--- src/rtl/debounce_pkg.sv ---
// Shared types and cycle-count helper for the debouncer family.
// Pure declarations; no latency or backpressure of its own.
package debounce_pkg;

    typedef enum logic {DB_LOW = 1'b0, DB_HIGH = 1'b1} db_state_t;

    function automatic int cycles_from_us(input longint freq, input longint us);
        return int'((freq / longint'(1_000_000)) * us);
    endfunction

endpackage

--- src/rtl/debounce_channel.sv ---
// One debounce channel: 2-FF sync, optional inversion, stable-time filter, edge and long-press pulses.
// Raw-to-level latency 2+DB_CYCLES cycles; no backpressure, all pulses are single-cycle and free-running.
module debounce_channel
    import debounce_pkg::*;
#(
    parameter int DB_CYCLES   = 10,
    parameter int HOLD_CYCLES = 50,
    parameter bit INVERT      = 1'b0
) (
    input  logic clk,
    input  logic rst_n,
    input  logic raw,
    output logic level,
    output logic rise,
    output logic fall,
    output logic hold
);

    localparam int CW = $clog2(DB_CYCLES + 1);

    logic [1:0]    sync_q;
    logic          s;
    db_state_t     state;
    logic [CW-1:0] cnt;

    assign s     = sync_q[1] ^ INVERT;
    assign level = (state == DB_HIGH);

    // Any sample that agrees with the current state restarts the stability count.
    always_ff @(posedge clk) begin
        if (!rst_n) begin
            sync_q <= '0;
            state  <= DB_LOW;
            cnt    <= '0;
            rise   <= 1'b0;
            fall   <= 1'b0;
        end else begin
            sync_q <= {sync_q[0], raw};
            rise   <= 1'b0;
            fall   <= 1'b0;
            if (s == level) begin
                cnt <= '0;
            end else if (cnt == CW'(DB_CYCLES - 1)) begin
                cnt   <= '0;
                state <= level ? DB_LOW : DB_HIGH;
                rise  <= !level;
                fall  <= level;
            end else begin
                cnt <= cnt + 1'b1;
            end
        end
    end

    if (HOLD_CYCLES > 0) begin : g_hold
        localparam int HW = $clog2(HOLD_CYCLES + 1);
        logic [HW-1:0] hcnt;

        // Counter saturates at HOLD_CYCLES so the pulse fires once per press.
        always_ff @(posedge clk) begin
            if (!rst_n) begin
                hcnt <= '0;
                hold <= 1'b0;
            end else if (!level) begin
                hcnt <= '0;
                hold <= 1'b0;
            end else if (hcnt != HW'(HOLD_CYCLES)) begin
                hcnt <= hcnt + 1'b1;
                hold <= (hcnt == HW'(HOLD_CYCLES - 1));
            end else begin
                hold <= 1'b0;
            end
        end
    end else begin : g_no_hold
        assign hold = 1'b0;
    end

endmodule

--- src/rtl/debounce_multi.sv ---
// N independent debounce channels with rise/fall/long-press pulses, sliced onto flat ports.
// Raw-to-db_out latency 2+DB_CYCLES cycles; no backpressure, outputs are free-running pulses/levels.
module debounce_multi
    import debounce_pkg::*;
#(
    parameter int                NUM_CH            = 4,
    parameter int                CLK_FREQUENCY     = 100_000_000,
    parameter int                DEBOUNCE_DELAY_US = 1_000,
    parameter int                HOLD_DELAY_US     = 500_000,
    parameter logic [NUM_CH-1:0] INVERT            = '0
) (
    input  logic              clk,
    input  logic              rst_n,
    input  logic [NUM_CH-1:0] db_in,
    output logic [NUM_CH-1:0] db_out,
    output logic [NUM_CH-1:0] rise_pulse,
    output logic [NUM_CH-1:0] fall_pulse,
    output logic [NUM_CH-1:0] hold_pulse
);

    localparam int DB_CYCLES   = cycles_from_us(CLK_FREQUENCY, DEBOUNCE_DELAY_US);
    localparam int HOLD_CYCLES = cycles_from_us(CLK_FREQUENCY, HOLD_DELAY_US);

    if (NUM_CH < 1) begin : g_err_num_ch
        $error("debounce_multi: NUM_CH must be at least 1");
    end
    if (DB_CYCLES < 1) begin : g_err_db_cycles
        $error("debounce_multi: debounce time must be at least one clock cycle");
    end
    if (CLK_FREQUENCY % 1_000_000 != 0) begin : g_err_freq
        $error("debounce_multi: CLK_FREQUENCY must be a whole number of MHz");
    end

    for (genvar i = 0; i < NUM_CH; i++) begin : g_ch
        debounce_channel #(
            .DB_CYCLES   (DB_CYCLES),
            .HOLD_CYCLES (HOLD_CYCLES),
            .INVERT      (INVERT[i])
        ) u_channel (
            .clk   (clk),
            .rst_n (rst_n),
            .raw   (db_in[i]),
            .level (db_out[i]),
            .rise  (rise_pulse[i]),
            .fall  (fall_pulse[i]),
            .hold  (hold_pulse[i])
        );
    end

endmodule

--- config.mk ---
export PLATFORM = sky130hd
export DESIGN_NAME = debounce_multi
export DESIGN_NICKNAME = d
export VERILOG_FILES = /design/src/rtl/debounce_pkg.sv /design/src/rtl/debounce_channel.sv /design/src/rtl/debounce_multi.sv
export SDC_FILE = /design/constraint.sdc
export NUM_CORES = 1
export LEC_CHECK = 0
export ABC_AREA = 1
export CAP_MARGIN = 20
export CORE_AREA = 2 2 192 194
export DETAILED_ROUTE_END_ITERATION = 10
export DIE_AREA = 0 0 194 196
export HOLD_SLACK_MARGIN = 0.02
export PLACE_DENSITY = 0.46
export SLEW_MARGIN = 20
export SYNTH_ARGS = -nofsm -noshare
export SYNTH_HDL_FRONTEND = slang
export SYNTH_HIERARCHICAL = 1
export SYNTH_SLANG_ARGS = --single-unit
--- constraint.sdc ---
create_clock -name clk -period 1.9 [get_ports clk]
set_input_delay 0.38 -clock clk [delete_from_list [all_inputs] [get_ports clk]]
set_output_delay 0.38 -clock clk [all_outputs]
set_load 0.05 [all_outputs]
==> results.yml <==
timing:
  grt_setup_unrepaired: "false"
  slew_violations: 0
  setup-tns-final_ns: 0
  min_period_ns: 1.71
  fmax_ghz: 0.586
  max-slew-margin-rel: 0.672
  report.final.hold_viol_count: 0
  skew_ns: 0.0106
  tightest_slew_ns: 0.494
  fin_crit_sh: 0.898
  setup_violations: 0
synthesis:
  yosysWarnings: 6
  synth-seq-area-share: 0.368
  syn-cell-area_um2: 10700
  synth_nets: 1591
  synth_top_family_by_area: "simple AND/OR/NAND/NOR gates"
  synthSimpleGateAreaFrac: 0.428
  syn_avg_cell_area_um2: 6.77
  ys_types: 33
  synth_compound_area_frac: 0.0692
  synth_mux_area_frac: 0
  synth_xor_area_frac: 0.0378
  synth-seq-cells: 196
  synthCells: 1573
  synthAdderAreaFrac: 0.0141
worst_setup_path:
  reg2reg_slack_ns: 0.35
  crit_type: "reg2out"
  reg2reg_depth: 8
  crit_chain: "dlygate4sd2_1"
  critical_path_required_ns: 1.52
  end_kind: "output pin"
  rr_startpoint: "g_ch[0].u_channel/cnt[0]"
  crit_family: "buffers and inverters"
  critPathArrivalTime_ns: 1.33
  r2r-end: "g_ch[0].u_channel/cnt[12]"
  cp_slowest_cell: "dlygate4sd2_1"
  crit_path_max_fanout: 1
  worst_setup_path_start_kind: "register"
  cp_num_buf_inv: 1
  critical_path.max_stage_delay_ns: 0.54
floorplanning:
  start_util: 0.295
  core_area_um2: 36100
  ioPinCount: 22
  die_area_um2: 38000
  std_cell_rows: 70
  die_h_um: 196
  die_w_um: 194
global_routing:
  grt_usage: 0.123
  grt_pass1_wl_mm: 39.0
  grt_pass1_vias: 8323
  antenna_found_initial: 0
  grt_max_degree: 21
  grt.overflow.total: 0
power:
  seqPwrFrac: 0.524
  clkPwrFrac: 0.468
  power.total_mw: 7.86
  switchingPower_mw: 1.73
  powerDensity_nw_per_um2: 653
  p_int_mw: 6.13
  p_leak_nw: 4.02
  switching_share: 0.220
  combPwrFrac: 0.008
  ir_drop_mv: 0.626
placement:
  io_buffers: 21
  gp_congestion: 0.758
  dp_hpwl_mm: 16.8
layout:
  drive_above_1_share: 0.122
  area_growth_pct: 13.1
  num-fill-cells: 3952
  regArea_um2: 3920
  fin_nets: 1633
  fin_util: 0.334
  antenna_cells: 0
  multiInputGateArea_um2: 5850
clock_tree:
  cts.path.max_buffers: 2
  root_buffer: "clkbuf_16"
  cts_hold_buf: 0
  cts_made_buffers: 17
  clock_latency_ns: 0.44
  clk_pin_slew_ns: 0.07
  cts_sinks: 196
  cts_tree: "built"
  h-tree-depth: 4
drt:
  drtAntennaViolNets: 0
  avgRoutedWirePerCell_um: 10.7
  num_vias: 9060
  drcViolationCount: 0
  dr.first_iter.drc_count: 388
  firstDrtPassIters: 5
  wl_mm: 22.5
  vias_per_cell: 4.32
hold_path:
  hold_depth: 2
  min_to: "g_ch[3].u_channel/sync_q[1]"
  hold_path_startpoint: "g_ch[3].u_channel/sync_q[0]"
  hold_class: "reg2reg"
flow_run:
  drv_cap: 0
run_status:
  status: "completed"
-- power by group through the flow --
stage | combinational (mW) | sequential, mW | clock (mW)
2_1_floorplan | 0.0367 | 4.22 | 0
3_3_place_gp | 0.0613 | 4.22 | 0
3_5_place_dp | 0.0622 | 4.22 | 0
4_1_cts | 0.0623 | 4.12 | 3.85
5_1_grt | 0.0685 | 4.12 | 4.00
6_report | 0.0605 | 4.12 | 3.68
-- what timing repair did --
action                     CTS  global route
resized for setup           10             0
buffers inserted             0             0
setup endpoints to repair   10             0
-- state kept, by name, summed over array words and instances, names as in the netlist --
| name | count |
|---|---|
| g_ch.u_channel/sync_q | 8 |
| g_ch.u_channel/level | 4 |
| g_ch.u_channel/cnt | 68 |
| g_ch.u_channel/hold | 4 |
| g_ch.u_channel/g_hold.hcnt | 104 |
| g_ch.u_channel/rise | 4 |
| g_ch.u_channel/fall | 4 |
-- worst max path at each step --
| stage | from | end | slack, ns | cells after the start |
|---|---|---|---|---|
| final | g_ch[3].u_channel/rise | rise_pulse[3] | 0.19 | 1 |
| after global placement | rst_n | g_ch[3].u_channel/cnt[11] | 0.07 | 6 |
| after floorplan | g_ch[0].u_channel/level | g_ch[0].u_channel/g_hold.hcnt[13] | 0.39 | 5 |
| after detailed placement | rst_n | g_ch[3].u_channel/cnt[5] | 0.04 | 6 |
| after global routing | g_ch[0].u_channel/rise | rise_pulse[0] | 0.14 | 1 |
| after CTS | g_ch[0].u_channel/rise | rise_pulse[0] | 0.15 | 1 |
-- cells in the final DEF (no fill, tap or decap), types with 31 or more instances in the layout --
cell type  count
nand4_1       36
nor2_1       315
nor2_2        61
nand3_1       70
inv_1        201
xor2_1        31
a21oi_1       63
dfxtp_1      196
nand2_1      384
o21ai_0       51
-- synthesized netlist by cell type --
| cell | count | area, µm² |
|---|---|---|
| a21oi_1 | 63 | 315 |
| a21oi_2 | 3 | 26.3 |
| and2_1 | 8 | 50.1 |
| buf_4 | 4 | 30.0 |
| buf_6 | 1 | 11.3 |
| buf_8 | 3 | 45.0 |
| dfxtp_1 | 196 | 3920 |
| ha_1 | 12 | 150 |
| inv_1 | 201 | 754 |
| inv_2 | 10 | 37.5 |
| nand2_1 | 384 | 1440 |
| nand2_2 | 13 | 81.3 |
| nand2_4 | 6 | 67.6 |
| nand3_1 | 70 | 350 |
| nand3_2 | 17 | 170 |
| nand3_4 | 8 | 140 |
| nand3b_1 | 6 | 45.0 |
| nand4_1 | 36 | 225 |
| nor2_1 | 315 | 1180 |
| nor2_2 | 61 | 382 |
| nor2_4 | 17 | 191 |
| nor2_8 | 4 | 80.1 |
| nor3_1 | 15 | 75.1 |
| nor3_4 | 4 | 65.1 |
| o21a_1 | 4 | 30.0 |
| o21ai_0 | 51 | 255 |
| o21ai_1 | 4 | 20.0 |
| o21ai_2 | 3 | 26.3 |
| o21bai_1 | 1 | 7.51 |
| o21bai_2 | 5 | 56.3 |
| or2_0 | 2 | 12.5 |
| xnor2_1 | 15 | 131 |
| xor2_1 | 31 | 272 |
-- metal layers --
| layer | global-route usage | up-vias | part of all wire |
|---|---|---|---|
| met1 | 0.163 | 4011 | 0.52 |
| met4 | 0.0396 | 0 | 0.013 |
| met3 | 0.0215 | 18 | 0.020 |
| met2 | 0.202 | 57 | 0.45 |
| met5 | 0 | - | 0 |
| li1 | - | 4974 | - |
-- area by class of cell --
cell class                      instances  area share
Multi-Input combinational cell       1158       0.486
Sequential cell                       196       0.326
Inverter                              211      0.0657
Tap cell                              468      0.0486
Clock buffer                           18      0.0365
Timing Repair Buffer                   31      0.0255
Clock inverter                         14      0.0125
-- kinds of logic (layout without fill, tap and decap cells) --
group | Yosys count | in the layout
AND/OR/NAND/NOR | 966 | 966
buffers and inverters | 219 | 274
flip-flops | 196 | 196
AO/OA/AOI/OAI | 134 | 134
XOR/XNOR | 46 | 46
adder cells (fa/ha/maj) | 12 | 12
-- stage by stage --
step,std cells,hold slack [ns],area [µm²],worst slack (ns)
after detailed placement,2064,0.398,11500,0.0443
after CTS,2096,0.415,12000,0.146
after global placement,2064,0.393,11500,0.0689
after global routing,2096,0.428,12000,0.138
after floorplan,1573,0.390,10700,0.385
final,2096,0.413,12000,0.194
Power figures use the tool's default switching activity.
